## src/rtl/mem_pkg.sv

```systemverilog
// Shared memory-subsystem constants: widths, write-buffer depth and the
// drain state encoding used by the write buffer.
package mem_pkg;

   localparam int ADDR_W   = 18;
   localparam int DATA_W   = 32;
   localparam int WB_DEPTH = 4;

   // Drain state encoding
   localparam logic [0:0] WB_IDLE = 1'b0;
   localparam logic [0:0] WB_BUSY = 1'b1;

endpackage

```

## src/rtl/wb_match.sv

```systemverilog
// Youngest-first word-address lookup over the valid entries of the write
// buffer ring. The same result serves read forwarding and write merging.
module wb_match
   import mem_pkg::*;
#(
   parameter int DEPTH = WB_DEPTH,
   parameter int WA_W  = 16,
   localparam int PTR_W = $clog2(DEPTH),
   localparam int CNT_W = PTR_W + 1
) (
   input  logic [WA_W-1:0]  entry_wa [DEPTH],
   input  logic [PTR_W-1:0] head,
   input  logic [CNT_W-1:0] count,
   input  logic [WA_W-1:0]  lookup_wa,
   output logic             hit,
   output logic [PTR_W-1:0] hit_idx
);

   logic [PTR_W-1:0] pos;

   // Walk entries oldest to youngest so that the last match (youngest) wins
   always_comb begin
      hit     = 1'b0;
      hit_idx = '0;
      pos     = '0;
      for (int k = 0; k < DEPTH; k++) begin
         pos = head + PTR_W'(k);
         if ((CNT_W'(k) < count) && (entry_wa[pos] == lookup_wa)) begin
            hit     = 1'b1;
            hit_idx = pos;
         end
      end
   end

endmodule

```

## src/rtl/write_buffer.sv

```systemverilog
// Write buffer between the MEM stage and the SRAM controller. Writes are
// queued in a circular FIFO, merged into the youngest entry when possible,
// forwarded to matching reads, and drained one at a time to the SRAM.
// The in-flight entry stays in the FIFO until the SRAM reports completion.
module write_buffer
   import mem_pkg::*;
#(
   parameter int DEPTH  = WB_DEPTH,
   parameter int ADDR_W = mem_pkg::ADDR_W
) (
   input  logic              clk,
   input  logic              rst,
   input  logic [ADDR_W-1:0] addr,
   input  logic [DATA_W-1:0] data_in,
   input  logic              MEM_W_en,
   input  logic              MEM_R_en,
   output logic              freeze,
   output logic              fwd_hit,
   output logic [DATA_W-1:0] fwd_data,
   output logic              empty,
   output logic              sram_W_en,
   output logic [ADDR_W-1:0] sram_addr,
   output logic [DATA_W-1:0] sram_wdata,
   input  logic              sram_done
);

   localparam int PTR_W = $clog2(DEPTH);
   localparam int CNT_W = PTR_W + 1;
   localparam int WA_W  = ADDR_W - 2;

   logic [ADDR_W-1:0] buf_addr [DEPTH];
   logic [DATA_W-1:0] buf_data [DEPTH];
   logic [WA_W-1:0]   buf_wa   [DEPTH];

   logic [PTR_W-1:0] head, tail, youngest, hit_idx;
   logic [CNT_W-1:0] count;
   logic [0:0]       state;
   logic             hit, accept, merge, push, pop, start;

   // Word addresses of all entries for the lookup
   always_comb begin
      for (int k = 0; k < DEPTH; k++) begin
         buf_wa[k] = buf_addr[k][ADDR_W-1:2];
      end
   end

   wb_match #(
      .DEPTH (DEPTH),
      .WA_W  (WA_W)
   ) u_match (
      .entry_wa  (buf_wa),
      .head      (head),
      .count     (count),
      .lookup_wa (addr[ADDR_W-1:2]),
      .hit       (hit),
      .hit_idx   (hit_idx)
   );

   assign youngest = tail - PTR_W'(1);

   // Stall only on the registered count; a completing drain frees space next cycle
   assign freeze = MEM_W_en && (count == CNT_W'(DEPTH));
   assign accept = MEM_W_en && !freeze;
   // With two or more entries the youngest can never be the in-flight head
   assign merge  = accept && (count >= CNT_W'(2)) && hit && (hit_idx == youngest);
   assign push   = accept && !merge;
   assign pop    = (state == WB_BUSY) && sram_done;
   assign start  = (state == WB_IDLE) && (count != '0) && !MEM_R_en;

   assign fwd_hit  = MEM_R_en && hit;
   assign fwd_data = fwd_hit ? buf_data[hit_idx] : '0;
   assign empty    = (count == '0) && (state == WB_IDLE);

   // Entry storage: push at tail or overwrite youngest data on merge
   always_ff @(posedge clk) begin
      if (push) begin
         buf_addr[tail] <= addr;
         buf_data[tail] <= data_in;
      end else if (merge) begin
         buf_data[youngest] <= data_in;
      end
   end

   // FIFO pointers, occupancy and drain FSM with its registered SRAM request
   always_ff @(posedge clk or posedge rst) begin
      if (rst) begin
         head       <= '0;
         tail       <= '0;
         count      <= '0;
         state      <= WB_IDLE;
         sram_W_en  <= 1'b0;
         sram_addr  <= '0;
         sram_wdata <= '0;
      end else begin
         if (push) tail <= tail + PTR_W'(1);
         if (pop)  head <= head + PTR_W'(1);
         case ({push, pop})
            2'b10:   count <= count + CNT_W'(1);
            2'b01:   count <= count - CNT_W'(1);
            default: count <= count;
         endcase
         if (start) begin
            state      <= WB_BUSY;
            sram_W_en  <= 1'b1;
            sram_addr  <= buf_addr[head];
            sram_wdata <= buf_data[head];
         end else if (pop) begin
            state     <= WB_IDLE;
            sram_W_en <= 1'b0;
         end
      end
   end

endmodule

```

## config.mk

```make
export PLATFORM = sky130hd
export DESIGN_NAME = write_buffer
export DESIGN_NICKNAME = d
export VERILOG_FILES = /design/src/rtl/mem_pkg.sv /design/src/rtl/wb_match.sv /design/src/rtl/write_buffer.sv
export SDC_FILE = /design/constraint.sdc
export NUM_CORES = 1
export LEC_CHECK = 0
export ABC_AREA = 1
export BUFFER_PORTS_ARGS = -buffer_cell sky130_fd_sc_hd__buf_2
export CORE_MARGIN = 8
export CORE_UTILIZATION = 58
export CTS_CLUSTER_SIZE = 24
export DETAILED_ROUTE_END_ITERATION = 16
export GPL_ROUTABILITY_DRIVEN = 0
export PLACE_DENSITY_LB_ADDON = 0.12
export SLEW_MARGIN = 20
export SYNTH_ARGS = -nofsm -noshare
export SYNTH_HDL_FRONTEND = slang
export SYNTH_HIERARCHICAL = 1
export SYNTH_SLANG_ARGS = --single-unit
```

## constraint.sdc

```tcl
create_clock -name clk -period 7.6 [get_ports clk]
set_clock_uncertainty 0.2 [all_clocks]
set_input_delay 1.52 -clock clk [delete_from_list [all_inputs] [get_ports clk]]
set_output_delay 1.52 -clock clk [all_outputs]
set_load 0.05 [all_outputs]
```

* Word-level counts from Yosys, hierarchy flattened *
Memories as Yosys holds them, arrays and structs flattened. A register that Yosys moved wholly into a read port is not among the register bits.
Index checks and enable logic that the tools add are counted.

word-level totals
  input bits = 55
  logic and storage cells = 90
  latch bits = 0
  RAM bits = 200
  memories = 2
  bits in read-only memories = 0
  bits in registers = 8

operators by class
  shift-type cells = 0
  bitwise logic cells = 5
  divide/modulo/power cells = 0
  equality and inequality tests = 8
  add/sub/neg operators = 7
  magnitude comparators = 9
  muxes and demuxes = 32
  reductions and logical operators = 23
  $mul = 0

memory list
  memory    words  bits a word  read ports  clocked after memory_dff  wr ports  RTL line            RTL
  buf_data  4      32           2           1                         1         write_buffer.sv:32  logic [DATA_W-1:0] buf_data [DEPTH];
  buf_addr  4      18           5           1                         1         write_buffer.sv:31  logic [ADDR_W-1:0] buf_addr [DEPTH];

operator list
  cell                                                                                  number
  16-bit binary-select mux with 2-bit select                                            4
  16-bit two-way mux                                                                    8
  16-bit equality test                                                                  4
  32-bit two-way mux                                                                    2
  32-bit OR reduction                                                                   1
  1-bit logical AND                                                                     15
  3-bit greater-or-equal comparator (second input constant)                             4
  1-bit two-way mux                                                                     12
  2-bit inverter with 3-bit output                                                      4
  2-bit two-way mux                                                                     5
  1-bit by 3-bit < comparator with 1-bit output (first input constant)                  2
  2-bit by 3-bit < comparator with 1-bit output (first input constant)                  2
  3-bit one-hot mux with 2 select lines                                                 1
  2-bit by 1-bit adder with 2-bit output (second input constant)                        2
  2-bit adder (second input constant)                                                   2
  2-bit nonzero test                                                                    2
  3-bit by 1-bit adder with 3-bit output (second input constant)                        1
  3-bit equality test (second input constant)                                           1
  3-bit by 2-bit greater-or-equal comparator with 1-bit output (second input constant)  1
  1-bit zero test                                                                       3
  3-bit zero test                                                                       1
  3-bit nonzero test                                                                    1
  3-bit by 1-bit subtractor with 3-bit output (second input constant)                   1
  2-bit by 1-bit equality test with 1-bit output (second input constant)                1
  other kinds (4)                                                                       4

* Depth between registers and ports, before layout *
  depth after elaboration = 18
  mapped depth = 31

* Hierarchy *
The synthesis kept the hierarchy.

modules (own cells, without submodules)
  module        cells an instance  area an instance (sq um)  instances  sequential area each (sq um)
  write_buffer  1049               11034.3                   1          7457.2
  wb_match      686                2997.9                    1          0.0

* Worst setup path before layout *
OpenSTA, ideal clock, no wires.

  kind = input to output
  start point = in addr[3]
  end point = out fwd_data[11]
  stages = 17
  arrival time = 3741 ps
  required time = 5880 ps
  path slack = 2139 ps
  path buffers = 3
  cell sequence = inv_1 -> nand3_1 -> nand2_1 -> nor2_1 -> nand2_1 -> nor2_1 -> nand3_2 -> nand2_1 -> nand2_1 -> nand2_1 -> o21ai_1 -> buf_4 -> buf_4 -> buf_2 -> a21oi_1 -> o21ai_0 -> a21oi_1

between the ends
  word-level cells in the longest chain between the ends = 8
  elaborated cells on any way between the ends = 19
  those cells by class = eq/ne: 4; mux: 9; reduce/logical: 5; memory: 1

RTL lines
  element                         RTL line            RTL
  from (decl)                     write_buffer.sv:13  input logic [ADDR_W-1:0] addr,
  16-bit equality test            wb_match.sv:28      if ((CNT_W'(k) < count) && (entry_wa[pos] == lookup_wa)) begin
  1-bit logical AND               wb_match.sv:28
  2-bit two-way mux (3 in a row)  wb_match.sv:28
  2-bit two-way mux *             wb_match.sv:28
  named net hit_idx[0]            write_buffer.sv:35  logic [PTR_W-1:0] head, tail, youngest, hit_idx;
  memory 4 x 32 bit *             n/a
  32-bit two-way mux *            write_buffer.sv:71  assign fwd_data = fwd_hit ? buf_data[hit_idx] : '0;
  to (decl)                       write_buffer.sv:19  output logic [DATA_W-1:0] fwd_data,

Mark *: on every way through the listed nets, which the timed path passes. The rest lies on a longest branch.

* Worst setup path in the final report *
  start point = reg head[0]
  end point = out fwd_data[13]

between the ends
  word-level cells in the longest chain between the ends = 12
  elaborated cells on any way between the ends = 38
  those cells by class = add/sub: 3; eq/ne: 4; mux: 21; bitwise: 4; reduce/logical: 5; memory: 1

RTL lines
  element                                                                                                                      RTL line                        RTL
  from (decl)                                                                                                                  write_buffer.sv:35
  from (signal assigned)                                                                                                       write_buffer.sv:96              if (pop) head <= head + PTR_W'(1);
  2-bit by 1-bit adder with 2-bit output / 2-bit inverter with 3-bit output (equally long branches)                            wb_match.sv:27, wb_match.sv:28
  2-bit inverter with 3-bit output (implied by the code) / 16-bit binary-select mux with 2-bit select (equally long branches)  wb_match.sv:28
  16-bit binary-select mux with 2-bit select / 16-bit two-way mux (equally long branches)                                      wb_match.sv:28
  16-bit two-way mux (implied by the code)                                                                                     wb_match.sv:28
  16-bit two-way mux (implied by the code) / 16-bit equality test (equally long branches)                                      wb_match.sv:28
  16-bit equality test / 1-bit logical AND (equally long branches)                                                             wb_match.sv:28
  1-bit logical AND / 2-bit two-way mux (equally long branches)                                                                wb_match.sv:28
  2-bit two-way mux (2 in a row)                                                                                               wb_match.sv:28
  2-bit two-way mux *                                                                                                          wb_match.sv:28
  named net hit_idx[1]                                                                                                         write_buffer.sv:35
  memory 4 x 32 bit *                                                                                                          n/a
  32-bit two-way mux *                                                                                                         write_buffer.sv:71

Mark *: on every way through the listed nets, which the timed path passes. The rest lies on a longest branch. The select of a mux whose other input is x is not followed.

==> impl_metrics.env <==
export IMPL_synth_edf_count=200
export IMPL_relSlewSlack_pct=32.7
export IMPL_timing_final_ws_setup_ps=660
export IMPL_coreArea_sq_um=24000
export IMPL_num_io_pins=141
export IMPL_wirelength_mm=38.9
export IMPL_cp_required_ps=5880
export IMPL_yosys_area_top_type="edfxtp_1"
export IMPL_synth_nets=1796
export IMPL_synthCells=1735
export IMPL_drtPass1Iterations=6
export IMPL_cts_num_sinks=258
export IMPL_final_util_pct=65.0
export IMPL_yosysUniqueCellTypes=34
export IMPL_first_global_vias=12000
export IMPL_maxSlewViolCount=0
export IMPL_dp_hpwl_mm=24.8
export IMPL_dp_cells=2121
export IMPL_setup_viol=0
export IMPL_cts_max_level=1
export IMPL_via_per_inst=5.71
export IMPL_ir_drop_mv=0.272
export IMPL_fp_row_count=57
export IMPL_cts_root_buf="clkbuf_16"
export IMPL_path_clk_slew_ps=60
export IMPL_crit_chain="buf_12 -> nand2_1 -> nand2_2 -> nand3_1 -> nand3_1 -> nand2_1 -> inv_1 -> nand2_1 -> nor2_1 -> nand3_1 -> nor2_1 -> nand3_1 -> nand3_1 -> nand2_1 -> inv_1 -> buf_4 -> inv_2 -> nor2_1 -> o21ai_0 -> a21oi_1 -> buf_2"
export IMPL_final_cell_mix="563 x nand2_1, 200 x edfxtp_1, 199 x o21ai_0"
export IMPL_overflow=0
export IMPL_p_leak_nw=6.98
export IMPL_path_class="reg2out"
export IMPL_hold_path_class="reg2reg"
export IMPL_cap_viol_max_count=0
export IMPL_die_area_sq_um=29400
export IMPL_tns_ps=0
export IMPL_antenna_found_initial=2
export IMPL_yosysSeqAreaShare_pct=53.1
export IMPL_place_area_sq_um=14800
export IMPL_place_ws_ps=1420
export IMPL_die_y_um=172
export IMPL_rsz0062_at_grt="no"
export IMPL_fin_nets=1887
export IMPL_post_cts_buffers=0
export IMPL_cts_buffer_depth=3
export IMPL_power_density_nw_per_um2=420
export IMPL_worstMarginPinSlew_ps=1010
export IMPL_final_cell_area_sq_um=15600
export IMPL_drtIter0Drc=1298
export IMPL_async_reset_ff_share_pct=22.5
export IMPL_holdBufCountCts=0
export IMPL_final_cells=2170
export IMPL_final_min_clock_period_ps=6940
export IMPL_p_total_mw=6.56
export IMPL_insertion_delay_ps=540
export IMPL_post_cts_resize_count=0
export IMPL_synth_area_leaders="edfxtp_1 43%, nand2_1 15%, dfrtp_1 10%, o21ai_0 7.1%, nor2_1 5.4%"
export IMPL_area_growth_pct=11.3
export IMPL_critPathMaxStageDelay_ps=590
export IMPL_fp_dieW_um=172
export IMPL_start_util_pct=58.4
export IMPL_yosysWarnings=6
export IMPL_fmax_mhz=144
export IMPL_ant_nets=0
export IMPL_critPathCaptureType="output pin"
export IMPL_cts_tree="built"
export IMPL_synth_seq_cells=258
export IMPL_cts_inserted_buffers=27
export IMPL_yosys_most_used_dff="edfxtp_1"
export IMPL_wl_per_cell_um=17.9
export IMPL_finalHoldViolations=0
export IMPL_fin_crit_sh_pct=91.3
export IMPL_critical_path_startpoint_type="flop"
export IMPL_cp_slowest_cell="nand2_2"
export IMPL_grtUsageTotal_pct=26.3
export IMPL_syn_area_per_cell_sq_um=8.09
export IMPL_final_common_cell="nand2_1"
export IMPL_num_antenna_cells=0
export IMPL_outcome="completed"
export IMPL_synth_top_area_share_pct=42.8
export IMPL_drc=0
export IMPL_grt_pass1_wl_mm=61.9
export IMPL_via_count=12400
export IMPL_cp_arrival_ps=5220
export IMPL_syn_area_sq_um=14000
export IMPL_port_buffers=140
export IMPL_cp_max_fo=207
export IMPL_grt_max_degree=208
export IMPL_cp_common_cell="nand3_1"
export IMPL_whs_ps=267
export IMPL_drive_gt1_share_pct=12.5
## worst max-delay path: cells and delay by family, from the launching register on
family	cells	cell delay (ps)
AO/OA/AOI/OAI	2	400
buffers and inverters	6	1570
flip-flops	1	430
AND/OR/NAND/NOR	13	2000
## state kept, by name (all words and copies together) (netlist names)
name        count
buf_data      128
buf_addr       72
sram_wdata     32
sram_addr      18
count           3
head            2
tail            2
state           1
## synthesized netlist by cell type, types with 2 or more instances
master    instances
nand2_1         563
nor2_1          202
edfxtp_1        200
o21ai_0         199
nand3_1         138
a21oi_1          99
inv_1            93
dfrtp_1          58
o21ai_1          38
buf_2            37
clkbuf_1         29
buf_6            15
buf_4            12
xor2_1            7
ha_1              5
inv_2             5
o211ai_1          5
buf_1             3
nand2_4           3
nand3_2           3
nand4_1           3
and2_1            2
inv_4             2
nand2_2           2
nor2_2            2
xnor2_1           2
## final cells by class
class / count / area [sq um]
Clock buffer: 31 / 701
Fill cell: 2024 / 8420
Tap cell: 324 / 405
Timing Repair Buffer: 158 / 861
Inverter: 100 / 380
Multi-Input combinational cell: 1281 / 5680
Sequential cell: 258 / 7460
Clock inverter: 18 / 121
## path summary, 6_finish.rpt
check | slack (ps) | cells after the start | endpoint | start
worst min register to register | 270 | 2 | sram_addr[0]$_DFFE_PP0P_ | sram_addr[0]$_DFFE_PP0P_
worst max-delay path | 660 | 21 | fwd_data[13] | head[0]$_DFFE_PP0P_
worst min-delay path | 270 | 2 | sram_addr[0]$_DFFE_PP0P_ | sram_addr[0]$_DFFE_PP0P_
worst max register to register | 1720 | 23 | buf_addr[3][2]$_DFFE_PP_ | head[0]$_DFFE_PP0P_
min in group asynchronous | 1040 | 3 | sram_addr[6]$_DFFE_PP0P_ | rst
max in group asynchronous | 5530 | 3 | head[0]$_DFFE_PP0P_ | rst
## cell families (layout without fill, tap and decap cells)
kind of cell	Yosys count	count (layout)	synth area share (%)
xor gates and xnor gates	9	9	0.562
adders and majority gates	6	6	0.589
buffers and inverters	196	307	6.73
DFF	258	258	53.1
AOI/OAI and AO/OA	343	343	12.4
and+or+nand+nor	923	923	26.6
## power by group
part / internal (mW) / total (mW) / leakage, nW / switching [mW]
Clock: 0.693 / 1.24 / 0.396 / 0.552
Sequential: 1.91 / 2.14 / 2.55 / 0.227
Combinational: 0.830 / 3.17 / 4.04 / 2.34
## routing by layer
| metal | share of wire [%] | routed length, um | vias up | GRT usage [%] |
|---|---|---|---|---|
| met5 | 0.054 | 21 | - | 0 |
| met4 | 3.9 | 1500 | 4 | 11.0 |
| met3 | 7.2 | 2780 | 108 | 4.91 |
| met2 | 49 | 19100 | 520 | 45.5 |
| met1 | 40 | 15400 | 5811 | 32.0 |
| li1 | - | - | 5944 | - |
Power figures use the tool's default switching activity.
